--- src/rtl/mic_pkg.sv ---
// Shared types and sizes for the microphone LED display path.
// Pure declarations: no logic, no latency.
// No flow control: consumers sample these constants at elaboration.
package mic_pkg;

    localparam int LED_W   = 12;
    localparam int BAR_MAX = 12;

    typedef enum logic [1:0] {
        ST_IDLE    = 2'd0,
        ST_ACCUM   = 2'd1,
        ST_PUBLISH = 2'd2
    } state_t;

endpackage

--- src/rtl/led_bar_enc.sv ---
// Thermometer encoder: peak >> BAR_SHIFT ones from bit 0, saturating at BAR_MAX.
// Latency: purely combinational.
// Backpressure: none; output follows input every cycle.
module led_bar_enc
    import mic_pkg::*;
#(
    parameter int BAR_SHIFT = 8
) (
    input  logic [LED_W-1:0] peak,
    output logic [LED_W-1:0] bar
);

    logic [LED_W-1:0] shifted;

    // Bit i lights when the bar length exceeds i; lengths above BAR_MAX saturate naturally.
    always_comb begin
        shifted = peak >> BAR_SHIFT;
        bar     = '0;
        for (int i = 0; i < BAR_MAX; i++) begin
            bar[i] = (shifted > LED_W'(i));
        end
    end

endmodule

--- src/rtl/mic_led_ctrl.sv ---
// Microphone LED controller: raw sample or windowed peak-hold bar graph on 12 LEDs.
// Latency: led one CLK after sample_tick (mode 0) or after peak update (mode 1).
// Backpressure: none; sample_tick is accepted every CLK it is high.
module mic_led_ctrl
    import mic_pkg::*;
#(
    parameter int WINDOW_SAMPLES = 4000,
    parameter int BAR_SHIFT      = 8
) (
    input  logic             CLK,
    input  logic             rst_n,
    input  logic             E,
    input  logic             mode,
    input  logic             sample_tick,
    input  logic [LED_W-1:0] mic_in,
    output logic [LED_W-1:0] led,
    output logic [LED_W-1:0] peak,
    output logic             peak_valid
);

    localparam int                CNT_W    = $clog2(WINDOW_SAMPLES + 1);
    localparam logic [CNT_W-1:0] CNT_LAST = CNT_W'(WINDOW_SAMPLES);

    state_t             state_q, state_d;
    logic [CNT_W-1:0]   count_q, count_d, base_cnt, next_cnt;
    logic [LED_W-1:0]   run_max_q, run_max_d, base_max;
    logic [LED_W-1:0]   raw_q, led_d, bar;
    logic               publish;

    led_bar_enc #(
        .BAR_SHIFT (BAR_SHIFT)
    ) u_bar (
        .peak (peak),
        .bar  (bar)
    );

    // A window continues from the held totals only in ACCUM; PUBLISH and IDLE start from zero,
    // which lets a tick coincident with PUBLISH open the next window.
    always_comb begin
        base_cnt = (state_q == ST_ACCUM) ? count_q   : '0;
        base_max = (state_q == ST_ACCUM) ? run_max_q : '0;
        next_cnt = base_cnt + CNT_W'(1);
    end

    always_ff @(posedge CLK) begin
        if (!rst_n) begin
            state_q <= ST_IDLE;
        end else begin
            state_q <= state_d;
        end
    end

    always_comb begin
        state_d = state_q;
        case (state_q)
            ST_IDLE: begin
                state_d = ST_ACCUM;
            end
            ST_ACCUM, ST_PUBLISH: begin
                state_d = (sample_tick && next_cnt == CNT_LAST) ? ST_PUBLISH : ST_ACCUM;
            end
            default: begin
                state_d = ST_IDLE;
            end
        endcase
        if (!E) begin
            state_d = ST_IDLE;
        end
    end

    always_comb begin
        count_d   = base_cnt;
        run_max_d = base_max;
        if (sample_tick) begin
            count_d   = next_cnt;
            run_max_d = (mic_in > base_max) ? mic_in : base_max;
        end
        if (state_q == ST_IDLE || !E) begin
            count_d   = '0;
            run_max_d = '0;
        end
        publish = (state_q == ST_PUBLISH) && E;
        if (!E) begin
            led_d = '0;
        end else if (mode) begin
            led_d = bar;
        end else begin
            led_d = sample_tick ? mic_in : raw_q;
        end
    end

    always_ff @(posedge CLK) begin
        if (!rst_n) begin
            count_q    <= '0;
            run_max_q  <= '0;
            raw_q      <= '0;
            peak       <= '0;
            peak_valid <= 1'b0;
            led        <= '0;
        end else begin
            count_q    <= count_d;
            run_max_q  <= run_max_d;
            if (sample_tick) begin
                raw_q <= mic_in;
            end
            if (publish) begin
                peak <= run_max_q;
            end
            peak_valid <= publish;
            led        <= led_d;
        end
    end

endmodule

--- config.mk ---
export PLATFORM = sky130hd
export DESIGN_NAME = mic_led_ctrl
export DESIGN_NICKNAME = d
export VERILOG_FILES = /design/src/rtl/mic_pkg.sv /design/src/rtl/led_bar_enc.sv /design/src/rtl/mic_led_ctrl.sv
export SDC_FILE = /design/constraint.sdc
export NUM_CORES = 1
export LEC_CHECK = 0
export CAP_MARGIN = 10
export CORE_UTILIZATION = 30
export DETAILED_ROUTE_END_ITERATION = 8
export PLACE_DENSITY = 0.56
export SLEW_MARGIN = 5
export SYNTH_ARGS = -nofsm -noshare
export SYNTH_HDL_FRONTEND = slang
export SYNTH_SLANG_ARGS = --single-unit
--- constraint.sdc ---
create_clock -name CLK -period 4.45 [get_ports CLK]
set_input_delay 0.445 -clock CLK [delete_from_list [all_inputs] [get_ports CLK]]
set_output_delay 0.445 -clock CLK [all_outputs]
set_load 0.01 [all_outputs]
# ---- Yosys cells after proc, flatten, opt, wreduce, memory -nomap -nowiden
# Cells that the tools add are included.
dict set report word_totals {
  regBits 63
  input_bits 17
  out_inout_bits 25
}
dict set report op_classes {
  addsub 1
  order_cmp 13
  eq_ne 3
  muxes 9
  n_bitwise 1
  n_reduce_logical 8
}
# operator n
set ops {}
lappend ops {{$mux W12} 7}
lappend ops {{$gt A4 B3 Y1 const B} 4}
lappend ops {{$gt A4 B4 Y1 const B} 4}
lappend ops {{$add A12 B1 Y12 const B} 1}
lappend ops {{$eq A12 B12 Y1 const B} 1}
lappend ops {{$gt A12 B12 Y1} 1}
lappend ops {{$gt A4 B1 Y1 const B} 2}
lappend ops {{$gt A4 B2 Y1 const B} 2}
lappend ops {{$pmux W2 S2} 1}
lappend ops {{$reduce_or A2 Y1} 2}
lappend ops {{$eq A2 B1 Y1 const B} 1}
lappend ops {{$eq A2 B2 Y1 const B} 1}
lappend ops {{$logic_and A1 B1 Y1} 2}
lappend ops {{$logic_not A2 Y1} 1}
lappend ops {{$mux W2} 1}
lappend ops {{$reduce_and A2 Y1} 1}
lappend ops {{$logic_not A1 Y1} 1}
lappend ops {{$logic_or A1 B1 Y1} 1}
lappend ops {{$not A1 Y1} 1}

# ---- Logic depth before layout (Yosys ltp)
dict set report depth {
  word_depth 7
  depth_mapped 14
  mapped_depth_nobuf 10
}

# ---- Modules after synthesis
# From an unflattened synthesis, not the netlist that was laid out.
dict set report unflattened {
  cells_unflattened 370
  hier_area_um2 3124.2
}
# mod n_inst cells_per_inst area_each_um2 seq_area_each_um2
set by_module_without_submodules {}
lappend by_module_without_submodules {mic_led_ctrl 1 353 3009.1 1261.2}
lappend by_module_without_submodules {led_bar_enc 1 17 115.1 0.0}

# ---- Worst setup path after synthesis
# OpenSTA, ideal clock, no wires.
dict set report synth_timing {
  path_kind {reg-to-reg}
  start {register state_q[1]}
  end {register run_max_q[10]}
  setup_ns 0.072
  t_arrival_ns 2.705
  required_ns 4.378
  path_slack_ns 1.673
  stages_incl_launch_ff 14
  n_path_buf 4
  path_cell_list {dfxtp_1 inv_1 ha_1 buf_2 clkbuf_1 nand2_1 ha_1 a21o_1 a21o_1 a2111oi_0 or3_1 buf_2 buf_4 mux2i_1}
}
dict set report synth_via {
  elab_chain_len 5
}
# element line
set synth_rtl {}
lappend synth_rtl {{from (decl)} mic_led_ctrl.sv:24} ;# state_t state_q, state_d;
lappend synth_rtl {{from (signal assigned)} mic_led_ctrl.sv:49} ;# state_q <= state_d;
lappend synth_rtl {{$eq A2 B1 Y1} mic_led_ctrl.sv:41} ;# base_max = (state_q == ST_ACCUM) ? run_max_q : '0;
lappend synth_rtl {{$mux W12} mic_led_ctrl.sv:41}
lappend synth_rtl {{$gt A12 B12 Y1} mic_led_ctrl.sv:76} ;# run_max_d = (mic_in > base_max) ? mic_in : base_max;
lappend synth_rtl {{$mux W12} mic_led_ctrl.sv:76}
lappend synth_rtl {{$mux W12} mic_led_ctrl.sv:74} ;# if (sample_tick) begin
lappend synth_rtl {{to (signal assigned)} mic_led_ctrl.sv:102} ;# run_max_q <= run_max_d;
lappend synth_rtl {{to (decl)} mic_led_ctrl.sv:26} ;# logic [LED_W-1:0] run_max_q, run_max_d, base_max;
# Several ways; a longest one is shown, not always the timed one.
# A chain may end at the register's enable or synchronous reset.

# ---- Worst setup path after layout
dict set report layout_timing {
  start {register state_q[1]}
  end {register run_max_q[1]}
}
# Same word-level chain as after synthesis.

==> flow_metrics.env <==
export IMPL_drt_antenna_violating_nets=0
export IMPL_element_type_at_the_critical_path_start="flop"
export IMPL_layout_worst_path_cycle_share=0.714
export IMPL_worst_setup_path_type="flop to flop"
export IMPL_worstMarginPinSlew_ns=0.775
export IMPL_worst_setup_hold_path_clk_slew_ns=0.07
export IMPL_timing_clock_skew_ns=0.00912
export IMPL_setup_viol=0
export IMPL_irDropWorstVdd_v=0.000141
export IMPL_cp_data_arrival_time_ns=3.44
export IMPL_yosys_register_bits=63
export IMPL_cts_tree="built"
export IMPL_globalplace_congestion=0.774
export IMPL_die_height_microns=101
export IMPL_first_global_vias=2287
export IMPL_post_cts_setup_buffer_count=0
export IMPL_timing_rr_start="state_q[1]$_SDFF_PN0_"
export IMPL_detailedPlacementHpwl_microns=4730
export IMPL_maxClockFrequency_mhz=315
export IMPL_proportion_of_layout_cells_with_a_drive_suffix_above_1=0.0608
export IMPL_post_cts_hold_buffer_count=0
export IMPL_floorplan_die_area_sq_um=10300
export IMPL_wire_per_inst_microns=13.3
export IMPL_multi_input_area_sq_um=1600
export IMPL_total_routing_usage_reported_by_global_routing=0.144
export IMPL_first_pass_iters=4
export IMPL_cts_h_tree_depth=3
export IMPL_area_sequential_sq_um=1260
export IMPL_die_x_microns=101
export IMPL_p_leak_nw=1.35
export IMPL_clock_sink_count=63
export IMPL_count_of_vias_placed_by_the_detailed_router=2356
export IMPL_most_common_cell_in_the_synthesized_netlist="nand2_1"
export IMPL_synth_largest_area_cell="dfxtp_1"
export IMPL_setup_worst_path_start="state_q[1]$_SDFF_PN0_"
export IMPL_cp_required_ns=4.72
export IMPL_yosys_top_cells_area="dfxtp_1 (43%), nand2_1 (9.5%), mux2i_1 (8.4%)"
export IMPL_number_of_top_level_design_ports=42
export IMPL_outcome="complete, no violations"
export IMPL_grt_antenna_before_repair=0
export IMPL_coreArea_sq_um=9420
export IMPL_synth_net_count=370
export IMPL_grt_start_max_net_pins=29
export IMPL_synth_enable_flop_cells=0
export IMPL_maxCapViolCount=0
export IMPL_drc_errors=0
export IMPL_placementRows=35
export IMPL_endpoint="run_max_q[1]$_SDFF_PP0_"
export IMPL_fin_nets=408
export IMPL_cts_resized_gates=0
export IMPL_critical_path_peak_fanout=24
export IMPL_report_final_hold_viol_count=0
export IMPL_number_of_clock_buffers_inserted_by_tritoncts=9
export IMPL_violation_count_after_the_first_detailed_routing_iteration=111
export IMPL_worst_hold_path_type="flop to flop"
export IMPL_area_growth_syn_to_layout_pct=25.0
export IMPL_hold_ws_ns=0.451
export IMPL_synth_cells=335
export IMPL_cts_root_buf="clkbuf_8"
export IMPL_overflow=0
export IMPL_postSynth_asyncResetShare=0
export IMPL_start_util=0.315
export IMPL_post_synth_num_cell_types=45
export IMPL_reg_to_reg_critical_path_endpoint="run_max_q[1]$_SDFF_PP0_"
export IMPL_finalCriticalPeriod_ns=3.18
export IMPL_fin_tns_setup_ns=0
export IMPL_avgViaCountPerCell=4.65
export IMPL_synth_top_cell_area_share=0.425
export IMPL_routed_wirelength_microns=6730
export IMPL_antenna_diode_count=0
export IMPL_slew_headroom=0.483
export IMPL_cellPowerDensity_nw_per_um2=337
export IMPL_worst_r2r_path_depth=9
export IMPL_clk_insertion_delay_late_ns=0.34
export IMPL_portBuffers=41
export IMPL_ys_warn_count=0
export IMPL_wire_length_of_the_first_global_routing_pass_microns=11100
export IMPL_clock_tree_buffer_depth=2
export IMPL_reg2reg_slack_ns=1.27
export IMPL_setup_worst_path_end_class="flop"
export IMPL_yosys_most_used_dff="dfxtp_1"
export IMPL_synth_sequential_area_ratio=0.425
export IMPL_rsz0062_at_grt="no"
export IMPL_fillCellCount=978
export IMPL_most_frequent_cells_after_synthesis="nand2_1 (75), dfxtp_1 (63), mux2i_1 (25)"
export IMPL_synth_area_per_cell_sq_um=8.85
export IMPL_timing_final_max_slew_violations=0
export IMPL_syn_cell_area_sq_um=2960
-- layer usage --
layer  up-vias  part of all wire  routed length, microns  track usage
li1       1220                 -                       -            -
met1      1078              0.53                    3540        0.200
met2        48              0.42                    2860        0.211
met3        10             0.033                     223       0.0290
met4         0             0.016                     109       0.0702
met5         -                 0                       0            0
-- stage by stage --
stage / instance area (sq um) / instances / setup slack, ns / utilization / total power [mW]
4_1_cts: 3710 / 507 / 1.22 / 0.394 / 1.27
5_1_grt: 3710 / 507 / 0.933 / 0.394 / 1.30
2_1_floorplan: 2960 / 335 / 1.67 / - / 0.649
3_5_place_dp: 3480 / 491 / 1.23 / 0.369 / 0.689
3_3_place_gp: 3480 / 491 / 1.37 / 0.369 / 0.689
6_report: 3710 / 507 / 1.27 / 0.394 / 1.25
-- final cells by class --
| class | instances | area share |
|---|---|---|
| Inverter | 7 | 0.00709 |
| Clock inverter | 7 | 0.0280 |
| Tap cell | 129 | 0.0436 |
| Clock buffer | 9 | 0.0334 |
| Timing Repair Buffer | 44 | 0.117 |
| Multi-Input combinational cell | 248 | 0.431 |
| Sequential cell | 63 | 0.340 |
-- worst max-delay path, cell delays in order (launching register included) --
cell	delay, ns
dfxtp_1	0.33
inv_1	0.08
ha_1	0.66
nand2_1	0.13
ha_1	0.32
a21o_1	0.18
a21o_1	0.16
a2111oi_0	0.36
or3_1	0.63
mux2i_1	0.25
-- placed cells by master (no fill, tap or decap), types with 2 or more instances in the layout --
master and n:
a21oi_1 7, and2_1 6, a31oi_1 2, nand3_1 6
inv_1 6, clkbuf_8 9, mux2i_1 25, inv_6 3
clkinv_4 2, nor4_1 2, a21boi_0 4, o22a_1 3
a221oi_1 6, clkdlybuf4s50_1 41, xnor2_1 5, nand4_1 8
nor3_1 4, nor2b_1 13, nor2_1 24, o21ai_1 2
dfxtp_1 63, xor2_1 9, bufinv_16 2, a21boi_1 8
o21ai_0 2, ha_1 18, a21o_1 3, buf_4 3
nand2_1 75
-- flip-flops by register name (all words and copies together) (netlist names) --
signal and cells:
count_q 12, led 12, peak 12, raw_q 12
run_max_q 12, state_q 2, peak_valid 1
-- worst min-delay path by stage --
stage | from | depth (start not counted) | endpoint | slack [ns]
floorplan | run_max_q[3]$_SDFF_PP0_ | 2 | peak[3]$_SDFFE_PN0P_ | 0.44
global placement | peak[5]$_SDFFE_PN0P_ | 2 | peak[5]$_SDFFE_PN0P_ | 0.44
detailed placement | peak[5]$_SDFFE_PN0P_ | 2 | peak[5]$_SDFFE_PN0P_ | 0.45
CTS | peak[3]$_SDFFE_PN0P_ | 2 | peak[3]$_SDFFE_PN0P_ | 0.46
global route | peak[4]$_SDFFE_PN0P_ | 2 | peak[4]$_SDFFE_PN0P_ | 0.47
finish | peak[3]$_SDFFE_PN0P_ | 2 | peak[3]$_SDFFE_PN0P_ | 0.45
-- power by group --
group,switching [mW],total (mW),internal [mW]
sequential,0.00366,0.578,0.575
clock,0.250,0.573,0.323
combinational,0.0514,0.0974,0.0460
-- kinds of logic after synthesis --
family                   synth area share
AND/OR/NAND/NOR                     0.223
flip-flops                          0.425
AO/OA/AOI/OAI                       0.110
multiplexers                       0.0882
buffers and inverters              0.0359
adder cells (fa/ha/maj)            0.0760
XOR/XNOR                           0.0414
No activity file was read; power rests on OpenSTA's default activity.
